$ cat src/rtl/rv32i_types.sv
// Shared types for the memory-side of the rv32i core.
// Holds the physical-memory scheduler state encoding.
package rv32i_types;

    typedef enum logic [1:0] {
        PS_IDLE    = 2'd0,
        PS_SERVE_D = 2'd1,
        PS_SERVE_I = 2'd2,
        PS_SERVE_P = 2'd3
    } pmem_sched_state_t;

endpackage

$ cat src/rtl/pmem_scheduler.sv
// Three-way arbiter (dcache, icache, next-line prefetch) in front of the cacheline adaptor.
// One transaction outstanding; dcache first, with an icache anti-starvation override.
module pmem_scheduler
    import rv32i_types::*;
#(
    parameter int s_offset     = 5,
    parameter int starve_limit = 4
) (
    input  logic                        clk,
    input  logic                        rst,

    input  logic                        i_pmem_read,
    input  logic [31:0]                 i_pmem_address,
    output logic [(2**s_offset)*8-1:0]  i_pmem_rdata,
    output logic                        i_pmem_resp,

    input  logic                        d_pmem_read,
    input  logic                        d_pmem_write,
    input  logic [31:0]                 d_pmem_address,
    input  logic [(2**s_offset)*8-1:0]  d_pmem_wdata,
    output logic [(2**s_offset)*8-1:0]  d_pmem_rdata,
    output logic                        d_pmem_resp,

    input  logic                        p_pmem_read,
    input  logic [31:0]                 p_pmem_address,
    output logic [(2**s_offset)*8-1:0]  p_pmem_rdata,
    output logic                        p_pmem_resp,

    output logic                        pmem_read_c,
    output logic                        pmem_write_c,
    output logic [31:0]                 pmem_address_c,
    output logic [(2**s_offset)*8-1:0]  pmem_wdata_c,
    input  logic [(2**s_offset)*8-1:0]  pmem_rdata_c,
    input  logic                        pmem_resp_c
);

    localparam int LW = (2**s_offset)*8;
    localparam int SW = $clog2(starve_limit + 1);
    localparam logic [SW-1:0] STARVE_MAX = SW'(starve_limit);

    pmem_sched_state_t state_q, state_d;
    logic [SW-1:0]     starve_cnt_q, starve_cnt_d;
    logic              read_q, read_d;
    logic              write_q, write_d;
    logic [31:0]       addr_q, addr_d;
    logic [LW-1:0]     wdata_q, wdata_d;
    logic [LW-1:0]     i_rdata_q, i_rdata_d;
    logic [LW-1:0]     d_rdata_q, d_rdata_d;
    logic [LW-1:0]     p_rdata_q, p_rdata_d;
    logic              d_req, starved;

    assign d_req   = d_pmem_read | d_pmem_write;
    assign starved = i_pmem_read && (starve_cnt_q == STARVE_MAX);

    // Responses only count in a serve state; a stray adaptor resp in IDLE is dropped.
    assign i_pmem_resp = (state_q == PS_SERVE_I) && pmem_resp_c;
    assign d_pmem_resp = (state_q == PS_SERVE_D) && pmem_resp_c;
    assign p_pmem_resp = (state_q == PS_SERVE_P) && pmem_resp_c;

    always_comb begin
        state_d      = state_q;
        starve_cnt_d = starve_cnt_q;
        read_d       = read_q;
        write_d      = write_q;
        addr_d       = addr_q;
        wdata_d      = wdata_q;
        i_rdata_d    = i_pmem_resp ? pmem_rdata_c : i_rdata_q;
        d_rdata_d    = d_pmem_resp ? pmem_rdata_c : d_rdata_q;
        p_rdata_d    = p_pmem_resp ? pmem_rdata_c : p_rdata_q;

        case (state_q)
            PS_IDLE: begin
                if (!i_pmem_read) starve_cnt_d = '0;
                if (d_req && !starved) begin
                    // Write wins over a simultaneous read; the read is re-granted later.
                    state_d = PS_SERVE_D;
                    addr_d  = d_pmem_address;
                    wdata_d = d_pmem_wdata;
                    write_d = d_pmem_write;
                    read_d  = !d_pmem_write;
                    if (i_pmem_read && (starve_cnt_q != STARVE_MAX))
                        starve_cnt_d = starve_cnt_q + SW'(1);
                end else if (i_pmem_read) begin
                    state_d      = PS_SERVE_I;
                    addr_d       = i_pmem_address;
                    wdata_d      = '0;
                    write_d      = 1'b0;
                    read_d       = 1'b1;
                    starve_cnt_d = '0;
                end else if (p_pmem_read) begin
                    state_d = PS_SERVE_P;
                    addr_d  = p_pmem_address;
                    wdata_d = '0;
                    write_d = 1'b0;
                    read_d  = 1'b1;
                end
            end
            default: begin
                if (pmem_resp_c) begin
                    state_d = PS_IDLE;
                    read_d  = 1'b0;
                    write_d = 1'b0;
                end
            end
        endcase
    end

    always_ff @(posedge clk) begin
        if (rst) begin
            state_q      <= PS_IDLE;
            starve_cnt_q <= '0;
            read_q       <= 1'b0;
            write_q      <= 1'b0;
            addr_q       <= '0;
            wdata_q      <= '0;
            i_rdata_q    <= '0;
            d_rdata_q    <= '0;
            p_rdata_q    <= '0;
        end else begin
            state_q      <= state_d;
            starve_cnt_q <= starve_cnt_d;
            read_q       <= read_d;
            write_q      <= write_d;
            addr_q       <= addr_d;
            wdata_q      <= wdata_d;
            i_rdata_q    <= i_rdata_d;
            d_rdata_q    <= d_rdata_d;
            p_rdata_q    <= p_rdata_d;
        end
    end

    assign pmem_read_c    = read_q;
    assign pmem_write_c   = write_q;
    assign pmem_address_c = addr_q;
    assign pmem_wdata_c   = wdata_q;
    // Granted requester sees the adaptor data in the resp cycle; others hold.
    assign i_pmem_rdata   = i_rdata_d;
    assign d_pmem_rdata   = d_rdata_d;
    assign p_pmem_rdata   = p_rdata_d;

endmodule

$ cat config.mk
export PLATFORM = sky130hd
export DESIGN_NAME = pmem_scheduler
export DESIGN_NICKNAME = d
export VERILOG_FILES = /design/src/rtl/rv32i_types.sv /design/src/rtl/pmem_scheduler.sv
export SDC_FILE = /design/constraint.sdc
export NUM_CORES = 2
export LEC_CHECK = 0
export CAP_MARGIN = 5
export CORE_AREA = 2 2 661 663
export CTS_BUF_LIST = sky130_fd_sc_hd__clkbuf_8
export CTS_CLUSTER_DIAMETER = 120
export DETAILED_ROUTE_END_ITERATION = 8
export DIE_AREA = 0 0 663 665
export RECOVER_POWER = 50
export SKIP_CTS_REPAIR_TIMING = 1
export SYNTH_ARGS = -nofsm -noshare
export SYNTH_HDL_FRONTEND = slang
export SYNTH_SLANG_ARGS = --single-unit
$ cat constraint.sdc
create_clock -name clk -period 5.2 [get_ports clk]
set_clock_uncertainty 0.05 [all_clocks]
set_input_delay 1.04 -clock clk [delete_from_list [all_inputs] [get_ports clk]]
set_output_delay 1.04 -clock clk [all_outputs]
set_load 0.01 [all_outputs]
# Word level (Yosys, flattened, before mapping)
# Index checks and enable logic that the tools add are counted.
totals:
  inputBits: 615
  ramBits: 0
  latchBits: 0
  rom_bits: 0
  register_bits: 1063
  memories: 0
op_classes:
  n_eq_ne: 6
  addsub: 1
  bitwise_logic: 1
  n_div: 0
  order_cmp: 0
  muxes: 27
  reduce_logical: 13
  multipliers: 0
  n_shift: 0
ops:
  columns: ["operator", "count"]
  rows:
  - ["$mux W256", 6]
  - ["$mux W32", 3]
  - ["$mux W3", 4]
  - ["$mux W2", 5]
  - ["$mux W1", 9]
  - ["$logic_and A1 B1 Y1", 6]
  - ["$eq A2 B2 Y1 const B", 2]
  - ["$ne A4 B4 Y1 const B", 1]
  - ["$reduce_and A2 Y1", 2]
  - ["$add A3 B1 Y3 const B", 1]
  - ["$eq A3 B3 Y1 const B", 1]
  - ["$ne A3 B3 Y1 const B", 1]
  - ["$reduce_bool A3 Y1", 1]
  - ["$eq A2 B1 Y1 const B", 1]
  - ["$logic_not A1 Y1", 2]
  - ["$logic_not A2 Y1", 1]
  - ["$reduce_bool A2 Y1", 1]
  - ["$or A1 B1 Y1", 1]

# Longest topological paths before layout
depth:
  depth_word: 6
  depth_mapped: 8
  mapped_depth_nobuf: 5

# Least setup slack after synthesis
# OpenSTA, ideal clock, no wires.
synth_timing:
  path_kind: "in2out"
  start: "input port pmem_resp_c"
  end: "output port p_pmem_rdata[246]"
  arrival_ns: 2.279
  cell_stages: 6
  path_buffers: 4
  required_time_ns: 4.110
  slack_ns: 1.831
  cell_sequence: "clkbuf_1 > and3_1 > buf_2 > buf_4 > buf_2 > mux2_1"
synth_between:
  elab_chain_cells: 2
synth_rtl:
  columns: ["item", "line", "source"]
  rows:
  - ["start: declaration", "pmem_scheduler.sv:34", "input logic pmem_resp_c"]
  - ["$logic_and A1 B1 Y1", "pmem_scheduler.sv:58", "assign p_pmem_resp = (state_q == PS_SERVE_P) && pmem_resp_c;"]
  - ["via p_pmem_resp", "pmem_scheduler.sv:27", "output logic p_pmem_resp,"]
  - ["$mux W256", "pmem_scheduler.sv:69", "p_rdata_d = p_pmem_resp ? pmem_rdata_c : p_rdata_q;"]
  - ["end: declaration", "pmem_scheduler.sv:26", "output logic [(2**s_offset)*8-1:0] p_pmem_rdata,"]
# The timed path passes the listed nets, and every way through them passes these cells.

# Worst setup path after layout
layout_timing:
  start: "input port d_pmem_write"
  end: "register wdata_q[214], in the netlist pmem_wdata_c[214]"
layout_between:
  elab_chain_cells: 4
layout_rtl:
  columns: ["item", "line", "source"]
  rows:
  - ["start: declaration", "pmem_scheduler.sv:18", "input logic d_pmem_write,"]
  - ["$or A1 B1 Y1 *", "pmem_scheduler.sv:52", "assign d_req = d_pmem_read | d_pmem_write;"]
  - ["$logic_and A1 B1 Y1 *", "pmem_scheduler.sv:74", "if (d_req && !starved) begin"]
  - ["$reduce_bool A3 Y1 (no source line)", null, null]
  - ["$reduce_and A2 Y1 (no source line)", null, null]
  - ["end signal: assignment", "pmem_scheduler.sv:125", "wdata_q <= wdata_d;"]
  - ["end: declaration", "pmem_scheduler.sv:46", "logic [LW-1:0] wdata_q, wdata_d;"]
# Mark *: on every way between the ends. The rest lies on a longest branch, timed or not.
# A chain may end at the register's enable or synchronous reset.

==> impl_metrics.yaml <==
outcome:
  outcome: "finished, violations left"
  violations: "max-capacitance violations, max-slew violations"
clock_network:
  h_tree_levels: 4
  clock_sink_count: 1063
  clk_path_buf_depth: 4
  clk_root_buffer_cell: "clkbuf_8"
  clk_pin_slew_ns: 0.06
  clk_latency_ns: 0.95
  cts_inserted_buffers: 208
  tritoncts_clock_tree: "done"
yosys:
  synth_top_cell_by_area: "dfxtp_1"
  synthesis.instances: 3953
  postSynthAreaPerCell_um2: 10.6
  synth.yosys.seq_area_share: 0.506
  mappedNetlistArea_um2: 42000
  synth_cell_types: 35
  number_of_register_bits_inferred_by_synthesis: 1063
  synthesis.nets: 4570
  yosysWarningCount: 0
  synth.top_cells.by_area: "dfxtp_1, mux2_1, nor2b_1"
  netlist.area_leader.share: 0.506
final_layout:
  nNetsFinal: 6173
  layout.cells.most_common_list: "clkdlybuf4s50_1, dfxtp_1, nor2b_1"
  post_route_cells_drive_above_1_share: 0.120
  stdcell_count: 11500
  layout.cells.most_common: "clkdlybuf4s50_1"
  final.fill_count: 48500
  area_growth_syn_to_layout_pct: 66.4
timing:
  worst-slew-pin-transition_ns: 3.56
  hold_viol_final: 0
  drv_slew: 141
  timing.slew.headroom: -1.37
  final.hold.worst_slack_ns: 0.424
  timing.fmax_mhz: 194
  setup-violations-final: 0
  fin_crit_ns: 5.15
  fin_setup_tns_ns: 0
  final.period_utilization: 0.991
  rsz0062_at_grt: "no"
power:
  ir_worst_vdd_mv: 0.282
  static-leakage-power_nw: 25.8
  power_density_nw_per_um2: 313
route:
  detail_route.vias_per_cell: 3.43
  ant_nets: 0
  post-route-drc-count: 0
  route.detailed.wl_per_inst_um: 28.2
  drtPass1Iterations: 7
  first_iter_violations: 2816
  detail_route.wirelength_mm: 324
  vias: 39400
grt:
  grt_overflow_total: 0
  grt_antenna_before_repair: 243
  first_global_vias: 36900
  grt_start_max_net_pins: 183
  groute.usage.overall: 0.139
  grt_first_pass_wirelength_mm: 404
place:
  dp.cells: 11100
  io_buffers: 1675
  detailedPlacementHpwl_mm: 269
  gp_congestion: 0.968
setup_path:
  cp.arrival_ns: 5.99
  crit_path_max_fanout: 42
  timing.setup.critical_path_class: "in -> reg"
  timing.critical_path.required_ns: 6.04
  worst_setup_path_end_kind: "flop"
  setup.worst_path.start_class: "primary input"
floorplanning:
  io_pins: 1676
  die_h_um: 665
  core_region_area_um2: 433000
  die_width_um: 663
  die_area_um2: 441000
  placement_rows: 242
  initial_util: 0.0970
min_path:
  worst_hold_path_class: "reg -> reg"
run:
  max_capacitance_violation_total: 2
## flip-flops by register name, indices dropped and copies added, names as in the netlist
| name | cells |
|---|---|
| p_rdata_q | 256 |
| state_q | 2 |
| pmem_read_c | 1 |
| pmem_address_c | 32 |
| pmem_wdata_c | 256 |
| pmem_write_c | 1 |
| i_rdata_q | 256 |
| starve_cnt_q | 3 |
| d_rdata_q | 256 |
## synthesized netlist by cell type (all sizes together)
library cell	number
a21oi	259
nand4	259
a31oi	1
clkbuf	283
mux2	768
o32ai	33
nor2	3
a211o	1
dfxtp	1063
nand2	2
a221oi	33
nor3	32
and3	2
o21ai	291
a21boi	1
ha	2
o211ai	1
nor3b	1
or2	2
o21ba	1
or3	1
inv	5
nor2b	801
buf	100
nand2b	1
nor4	1
nand3b	2
nand3	2
a211oi	2
## cell families (layout without fill, tap and decap cells)
| family | Yosys count | count (layout) | synth area share |
|---|---|---|---|
| fa+ha+maj | 2 | 2 | 0.000595 |
| other cells | 0 | 45 | 0 |
| flops | 1063 | 1063 | 0.506 |
| simple gates | 1109 | 1109 | 0.164 |
| compound gates | 623 | 623 | 0.0855 |
| mux | 768 | 768 | 0.206 |
| buf+inv | 388 | 2140 | 0.0381 |
## per-layer routing
metal	part of all wire	vias up	GRT usage
li1	-	17100	-
met1	0.35	19300	0.144
met2	0.50	2113	0.253
met3	0.089	753	0.0486
met4	0.054	94	0.0607
met5	0.0020	-	0
## per-stage QoR
stage	total power [W]	instance area (um2)	setup WS (ns)	utilization
finish	0.0219	70000	0.0464	0.161
global route	0.0227	69900	0.0599	0.161
CTS	0.0223	69900	0.177	0.161
detailed placement	0.0132	65700	0.190	0.152
global placement	0.0132	65700	0.172	0.152
floorplan	0.0104	42000	1.83	-
## path summary, 6_finish.rpt
path,start,end,slack (ns),cells past startpoint
worst max-delay path,d_pmem_write,pmem_wdata_c[214],0.05,4
worst min-delay path,pmem_wdata_c[216],pmem_wdata_c[216],0.42,2
worst max register to register,starve_cnt_q[0],pmem_address_c[23],2.49,6
worst min register to register,pmem_wdata_c[216],pmem_wdata_c[216],0.42,2
## layout make-up
type | count | area, um2 | area share
sequential | 1063 | 21300 | 0.304
multi-input combinational | 2502 | 19200 | 0.274
timing repair buffer | 1776 | 18000 | 0.257
tap | 5734 | 7170 | 0.103
clock buffer | 255 | 3510 | 0.0502
clock inverter | 104 | 728 | 0.0104
antenna | 45 | 113 | 0.00161
inverter | 5 | 18.8 | 0.000268
## where the power goes
| group | leakage, nW | internal, W | switching (W) |
|---|---|---|---|
| Clock | 2.42 | 0.00482 | 0.00410 |
| Sequential | 8.64 | 0.00854 | 0.000162 |
| Combinational | 14.8 | 0.00188 | 0.00237 |
| Total | 25.8 | 0.0152 | 0.00663 |
## critical path: stages
cell and delay (ns):
dlygate4sd3_1 0.79, or2_0 2.57, nand4_1 1.11, a21oi_1 0.37
Note: power is estimated with default switching activity, not from simulation.
